==> config.mk <==
export PLATFORM = sky130hd
export DESIGN_NAME = rom_dl_arbiter
export DESIGN_NICKNAME = d
export VERILOG_FILES = /design/src/rtl/rom_dl_pkg.sv /design/src/rtl/rom_dl_arbiter_rst_stretch_timer.sv /design/src/rtl/rom_dl_arbiter.sv
export SDC_FILE = /design/constraint.sdc
export NUM_CORES = 1
export LEC_CHECK = 0
export CORE_ASPECT_RATIO = 1.5
export CORE_MARGIN = 2
export CORE_UTILIZATION = 41
export CTS_CLUSTER_DIAMETER = 120
export CTS_CLUSTER_SIZE = 40
export DETAILED_ROUTE_END_ITERATION = 6
export PLACE_DENSITY = 0.77
export REMOVE_ABC_BUFFERS = 1
export SYNTH_ARGS = -nofsm -noshare
export SYNTH_HDL_FRONTEND = slang
export SYNTH_SLANG_ARGS = --single-unit
==> constraint.sdc <==
create_clock -name clk_sys -period 1.9 [get_ports clk_sys]
set_input_delay 0.38 -clock clk_sys [delete_from_list [all_inputs] [get_ports clk_sys]]
set_output_delay 0.38 -clock clk_sys [all_outputs]
set_load 0.02 [all_outputs]
==> src/rtl/rom_dl_pkg.sv <==
// Shared types and default sizing for the ROM download arbiter.
package rom_dl_pkg;

    localparam int unsigned AW_DEF        = 19;
    localparam int unsigned DW_DEF        = 8;
    localparam int unsigned ROM_BYTES_DEF = 32'h40000;
    localparam int unsigned RST_HOLD_DEF  = 16;
    localparam int unsigned DL_CNT_W      = 20;

    typedef enum logic [1:0] {
        S_HOLD,
        S_DL,
        S_POST,
        S_RUN
    } dl_state_e;

    typedef enum logic [1:0] {
        R_IDLE,
        R_ADDR,
        R_DATA,
        R_ACK
    } rd_stage_e;

endpackage

==> src/rtl/rom_dl_arbiter_rst_stretch_timer.sv <==
// Loadable down-counter that times the core-reset stretch after a download.
module rst_stretch_timer #(
    parameter int unsigned W = 5
) (
    input  logic         clk_sys,
    input  logic         reset,
    input  logic         load,
    input  logic [W-1:0] load_val,
    input  logic         dec,
    output logic         zero_c
);

    logic [W-1:0] count;

    always_ff @(posedge clk_sys) begin
        if (reset) begin
            count <= '0;
        end else if (load) begin
            count <= load_val;
        end else if (dec && (count != '0)) begin
            count <= count - W'(1);
        end
    end

    assign zero_c = (count == '0);

endmodule

==> src/rtl/rom_dl_arbiter.sv <==
// Shares the ROM RAM between HPS download writes and core reads, and holds
// the core in reset across downloads plus a fixed stretch afterwards.
module rom_dl_arbiter
    import rom_dl_pkg::*;
#(
    parameter int unsigned AW        = AW_DEF,
    parameter int unsigned DW        = DW_DEF,
    parameter int unsigned ROM_BYTES = ROM_BYTES_DEF,
    parameter int unsigned RST_HOLD  = RST_HOLD_DEF
) (
    input  logic                clk_sys,
    input  logic                reset,
    input  logic                ioctl_download,
    input  logic                ioctl_wr,
    input  logic [AW-1:0]       ioctl_addr,
    input  logic [DW-1:0]       ioctl_dout,
    input  logic                core_rd_req,
    input  logic [AW-1:0]       core_addr,
    output logic                core_rd_ack,
    output logic [DW-1:0]       core_rd_data,
    output logic                core_reset,
    output logic [AW-1:0]       mem_addr,
    output logic                mem_we,
    output logic [DW-1:0]       mem_din,
    input  logic [DW-1:0]       mem_dout,
    output logic [DL_CNT_W-1:0] dl_bytes,
    output logic                oob_err
);

    localparam int unsigned TW  = $clog2(RST_HOLD) + 1;
    localparam int unsigned AW1 = AW + 1;
    // One extra bit so ROM_BYTES = 2^AW accepts every address.
    localparam logic [AW:0] ROM_LIMIT = AW1'(ROM_BYTES);

    dl_state_e             state, state_d;
    rd_stage_e             rd_stage, rd_stage_d;
    logic                  rd_guard, rd_guard_d;
    logic                  core_rd_ack_d, core_reset_d, mem_we_d, oob_err_d;
    logic [DW-1:0]         core_rd_data_d, mem_din_d;
    logic [AW-1:0]         mem_addr_d;
    logic [DL_CNT_W-1:0]   dl_bytes_d;
    logic                  dl_entry, wr_hit, wr_ok, rd_grant;
    logic                  timer_load, timer_dec, timer_zero_c;

    assign timer_load = (state == S_DL) && !ioctl_download;
    assign timer_dec  = (state == S_POST);

    rst_stretch_timer #(
        .W(TW)
    ) u_timer (
        .clk_sys  (clk_sys),
        .reset    (reset),
        .load     (timer_load),
        .load_val (TW'(RST_HOLD - 1)),
        .dec      (timer_dec),
        .zero_c   (timer_zero_c)
    );

    // State and registered outputs
    always_ff @(posedge clk_sys) begin
        if (reset) begin
            state        <= S_HOLD;
            rd_stage     <= R_IDLE;
            rd_guard     <= 1'b0;
            core_reset   <= 1'b1;
            core_rd_ack  <= 1'b0;
            core_rd_data <= '0;
            mem_addr     <= '0;
            mem_we       <= 1'b0;
            mem_din      <= '0;
            dl_bytes     <= '0;
            oob_err      <= 1'b0;
        end else begin
            state        <= state_d;
            rd_stage     <= rd_stage_d;
            rd_guard     <= rd_guard_d;
            core_reset   <= core_reset_d;
            core_rd_ack  <= core_rd_ack_d;
            core_rd_data <= core_rd_data_d;
            mem_addr     <= mem_addr_d;
            mem_we       <= mem_we_d;
            mem_din      <= mem_din_d;
            dl_bytes     <= dl_bytes_d;
            oob_err      <= oob_err_d;
        end
    end

    // Next state; a rising download wins from every state
    always_comb begin
        state_d = state;
        case (state)
            S_HOLD:  if (ioctl_download) state_d = S_DL;
            S_DL:    if (!ioctl_download) state_d = S_POST;
            S_POST: begin
                if (ioctl_download)   state_d = S_DL;
                else if (timer_zero_c) state_d = S_RUN;
            end
            S_RUN:   if (ioctl_download) state_d = S_DL;
            default: state_d = S_HOLD;
        endcase
    end

    // Next values of the registered outputs and read pipeline
    always_comb begin
        dl_entry = (state_d == S_DL) && (state != S_DL);
        wr_hit   = (state == S_DL) && ioctl_wr;
        wr_ok    = wr_hit && ({1'b0, ioctl_addr} < ROM_LIMIT);
        rd_grant = (state == S_RUN) && (rd_stage == R_IDLE) && !rd_guard
                   && core_rd_req && !dl_entry;

        rd_stage_d     = rd_stage;
        rd_guard_d     = 1'b0;
        core_reset_d   = (state_d != S_RUN);
        core_rd_ack_d  = 1'b0;
        core_rd_data_d = core_rd_data;
        mem_addr_d     = mem_addr;
        mem_we_d       = 1'b0;
        mem_din_d      = mem_din;
        dl_bytes_d     = dl_bytes;
        oob_err_d      = oob_err;

        if (dl_entry) begin
            rd_stage_d = R_IDLE;
            dl_bytes_d = '0;
            oob_err_d  = 1'b0;
        end else begin
            if (wr_ok) begin
                mem_we_d   = 1'b1;
                mem_addr_d = ioctl_addr;
                mem_din_d  = ioctl_dout;
                if (dl_bytes != '1) dl_bytes_d = dl_bytes + DL_CNT_W'(1);
            end else if (wr_hit) begin
                oob_err_d = 1'b1;
            end

            // rd_guard blanks the cycle after ack so a held req is not re-granted
            case (rd_stage)
                R_IDLE: begin
                    if (rd_grant) begin
                        rd_stage_d = R_ADDR;
                        mem_addr_d = core_addr;
                    end
                end
                R_ADDR: rd_stage_d = R_DATA;
                R_DATA: begin
                    rd_stage_d     = R_ACK;
                    core_rd_ack_d  = 1'b1;
                    core_rd_data_d = mem_dout;
                end
                R_ACK: begin
                    rd_stage_d = R_IDLE;
                    rd_guard_d = 1'b1;
                end
                default: rd_stage_d = R_IDLE;
            endcase
        end
    end

endmodule
==> impl.org <==
** Floorplan
- Starting utilization of the core area :: about two fifths
- The region available for standard cell placement spans 7960 um^2.
- Measured along the y axis, the die boundary spans 115 um.
- The floorplan step set the die width to 77.7 um.
- The die covers 8890 um^2.
- Number of placement rows :: 40
- During I/O placement, the number of pins put on the boundary was 118.

** Cells and area
- Net count reported at finish :: 639
- Register area :: 1390 um^2
- The multi-input combinational cells in the finished layout cover a total of ~2000 um^2.
- The post-route netlist has 21.6% of its cells at a drive strength greater than 1.
- Once layout is complete, the cells apart from fillers number 679.
- The filler cells instantiated in the layout total 610.
- Area growth, synth to finish :: 68.4%
- The repair_antennas step left the layout with diodes totalling 0.
- Final non-filler cell area :: roughly 5600 um^2
- Cells fill a little over two thirds of the core in the end.

** Run
- Maximum Capacitance Violations :: 0

** Synthesis
- After synthesis, flip-flops and latches occupy 41.4% of the total area.
- Synthesis instantiated 49 different standard cells from the library.
- Averaged over all synthesized cells, the footprint is 8.43 um^2.
- After synthesis the netlist holds a flip-flop and latch count of 69.
- Count of warnings emitted by yosys :: 0
- Instance count of the mapped netlist :: roughly 400
- The synthesized design devotes to its leading area cell type 41.4% of total area.
- Biggest area consumer among synthesized cells :: sky130_fd_sc_hd__dfxtp_1
- Post-synthesis instance area :: about 3300 um^2
- Ranked by total cell area, the synthesized netlist is headed by sky130_fd_sc_hd__dfxtp_1, sky130_fd_sc_hd__nand2_1, sky130_fd_sc_hd__a21oi_1, sky130_fd_sc_hd__nor2_1, sky130_fd_sc_hd__ha_1.

** Global routing
- The number of global-route vias before repair came to 3610.
- The initial antenna violation count came to 0.
- The first global-routing pass estimated between 15000 and 20000 um of wire.
- Entering global routing, the biggest net connects 35 pins.
- Global router's overall resource usage :: 24.0%
- Global routing finished with a remaining overflow of 0.

** Worst setup path
- The worst setup path is launched from a register.
- The worst setup path is of the register to register kind.
- Grouping stages by cell kind, the critical path spends the most delay in simple AND/OR/NAND/NOR gates.
- Of all nets on the critical path, the largest fanout is 6.
- In this design, the stage delay of the slowest critical-path cell is between 0.3 and 0.4 ns.
- The number of buffers and inverters on the critical path is 2.
- Worst-path cell with the longest stage delay :: sky130_fd_sc_hd__o32ai_4
- STA classifies the critical path endpoint as a register.
- Chain of cells forming the critical path :: buf_6 > ha_4 > nor2b_4 > o32ai_4 > and2_4 > clkbuf_16 > nor3_1 > nor3_1
- Data on the critical path is required at its endpoint by 2.14 ns.
- For the worst setup path, the data arrival time is between 2 and 2.5 ns.
- Cell seen most often among critical-path stages :: sky130_fd_sc_hd__nor3_1

** Clock tree
- Worst-skew pair later-pin latency :: 0.34 ns
- Clock-pin slew was measured on the worst setup and hold paths at around 0.06 ns.
- The clock drives 69 sinks.
- Buffer levels on the longest clock path :: 2
- Root buffer selected by CTS :: sky130_fd_sc_hd__clkbuf_16
- Clock H-tree levels :: 3
- Number of buffers inserted during clock tree synthesis :: 9
- Clock tree from TritonCTS :: done

** Placed design
- Routability-driven placement finished with a final weighted congestion of 0.969.
- After legalization and detailed placement, the total HPWL measured approximately 7500 um.
- After detailed placement, the design holds a cell count of roughly 650.
- In this run the cell area measured after placement is between 4000 and 5000 um^2.
- Prior to clock tree synthesis, the placed netlist has a worst setup slack of -0.362 ns.
- The count of buffers added on input and output ports is approximately 120.

** Timing
- RSZ-0062 raised after global routing :: yes
- Worst-case setup margin in the final layout :: -0.00280 ns
- The smallest clock period supported by the final layout is computed as ~1.9 ns.
- Max Fclk :: 526 MHz
- On the final layout, the worst clock skew is between 0.007 and 0.008 ns.
- Setup violations remaining at the end of the flow were counted as 1.
- The number of hold violations in the final report came to 0.
- Pin slew with the least headroom to its limit :: 0.459 ns
- Final Cycle Share :: 100%
- The total count of max-transition violations in the final report came to 0.
- Relative max-transition margin :: roughly 69%

** Hold path
- In this run the worst hold path is classified as register to register.

** Detailed routing
- Vias :: roughly 3600
- After detailed routing, the average wire length per cell comes to 16.4 um.
- Vias per std cell :: 5.35
- Wires add up to 11200 um.
- For this run, design rule violations remaining after detail routing come to 0.
- Violation count after the first detailed-routing iteration :: 235
- The first detailed-routing pass ran for 5 iterations.
- Once detail routing completed, the nets flagged for antenna violations numbered 0.

** Power
- Leakage :: approximately 2.1 nW
- PD cells :: between 800 and 900 nW/um^2
- Final total power :: 0.00498 W
- IR analysis of the VDD net gives a maximum drop of 0.645 mV.

** Run status
- Result of the run :: finished with violations
- Failing checks :: negative setup slack
[final cells by class]
type | count | area share [%]
repair buffers | 181 | 31.2
clock buffers | 12 | 4.56
well taps | 105 | 2.34
flip-flops and latches | 69 | 24.7
inverters | 10 | 0.668
clock inverters | 4 | 1.00
multi-input cells | 298 | 35.5
[power by group]
group | internal, W | total [W] | switching (W)
clock | 0.00109 | 0.00174 | 0.000643
sequential | 0.00154 | 0.00162 | 0.0000800
combinational | 0.000837 | 0.00162 | 0.000779
[timing repair]
item,in CTS,in global routing
gates cloned,1,1
hold buffers,0,0
pin swaps,5,19
setup buffers,2,5
setup endpoints to repair,53,59
endpoints found under the hold margin,0,0
gates resized for setup,19,33
[path summary, 6_finish.rpt]
kind                      startpoint                       end  slack, ns  cells past startpoint
min          mem_din[6]$_SDFFE_PP0P_   mem_din[6]$_SDFFE_PP0P_       0.45                      2
max              state[0]$_SDFF_PP0_  mem_addr[8]$_SDFFE_PP0N_     -0.003                      8
max reg2reg      state[0]$_SDFF_PP0_  mem_addr[8]$_SDFFE_PP0N_     -0.003                      8
min reg2reg  mem_din[6]$_SDFFE_PP0P_   mem_din[6]$_SDFFE_PP0P_       0.45                      2
[Yosys cell counts (all sizes together)]
library cell   n
o211ai         1
nand2         53
and4b          1
xnor2          9
and4           4
nor3b          1
a221oi         7
or4b           1
ha            11
nor2b          2
buf            9
mux2i          9
nor2          46
a31oi          2
inv           10
nor3          23
and3           1
or2            1
nor4           8
nand3b         7
o32ai          1
dfxtp         69
nand4          7
and2           1
clkbuf        11
a2111oi        1
or3            3
o21ai         17
and3b          1
a211oi         1
or4            1
xor2          12
nand3         14
a21oi         39
nor4b          2
o21bai         6
nand2b         2
nand4b         2
[metrics by stage]
step	hold slack (ns)	TNS [ns]
6_report	0.452	-0.00280
5_1_grt	0.479	-0.919
4_1_cts	0.454	0
3_5_place_dp	0.446	-14.19
3_3_place_gp	0.443	-11.05
2_1_floorplan	0.449	-10.17
[cells by family (layout without fill, tap and decap cells)]
group	after synthesis	in the layout	share of synthesized area (%)
fa+ha+maj	11	11	4.12
compound gates	75	75	14.2
mux	9	9	2.70
buf+inv	30	207	4.46
simple gates	181	182	27.6
flops	69	69	41.4
xor+xnor	21	21	5.51
[sequential cells by signal, indices dropped and copies added, names as in the netlist]
register and count:
oob_err 1, mem_addr 19, rd_guard 1, state 2
rd_stage 2, core_rd_ack 1, core_reset 1, u_timer.count 5
core_rd_data 8, dl_bytes 20, mem_we 1, mem_din 8
[cell usage in the layout (no fill, tap or decap), types with 4 or more instances in the layout]
cell                                n
sky130_fd_sc_hd__buf_4             54
sky130_fd_sc_hd__nor4_2             6
sky130_fd_sc_hd__mux2i_1            8
sky130_fd_sc_hd__nor2_1            43
sky130_fd_sc_hd__clkbuf_16         10
sky130_fd_sc_hd__inv_2              4
sky130_fd_sc_hd__a21oi_1           36
sky130_fd_sc_hd__nand2_1           52
sky130_fd_sc_hd__xnor2_1            9
sky130_fd_sc_hd__ha_1               7
sky130_fd_sc_hd__nand3_1           14
sky130_fd_sc_hd__buf_12             5
sky130_fd_sc_hd__inv_1              6
sky130_fd_sc_hd__o21bai_1           6
sky130_fd_sc_hd__o21ai_1           13
sky130_fd_sc_hd__nand4_1            5
sky130_fd_sc_hd__dfxtp_1           65
sky130_fd_sc_hd__clkdlybuf4s50_1  114
sky130_fd_sc_hd__buf_6              4
sky130_fd_sc_hd__o21ai_0            4
sky130_fd_sc_hd__nor3_1            22
sky130_fd_sc_hd__nand3b_1           7
sky130_fd_sc_hd__xor2_1            12
[worst reg2reg max path: cells and delay by family, from the launching register on]
family	cells	cell delay [ns]
flops	1	0.33
buf+inv	2	0.29
fa+ha+maj	1	0.18
compound gates	1	0.35
simple gates	4	0.68
[routing by layer]
layer	wire, um	global-route usage, %	vias up
met1	4340	26.0	1715
met2	5840	43.6	150
met5	0	0	-
met3	691	6.39	26
met4	289	9.76	0
li1	-	-	1745
No activity file was read; power rests on OpenSTA's default activity.
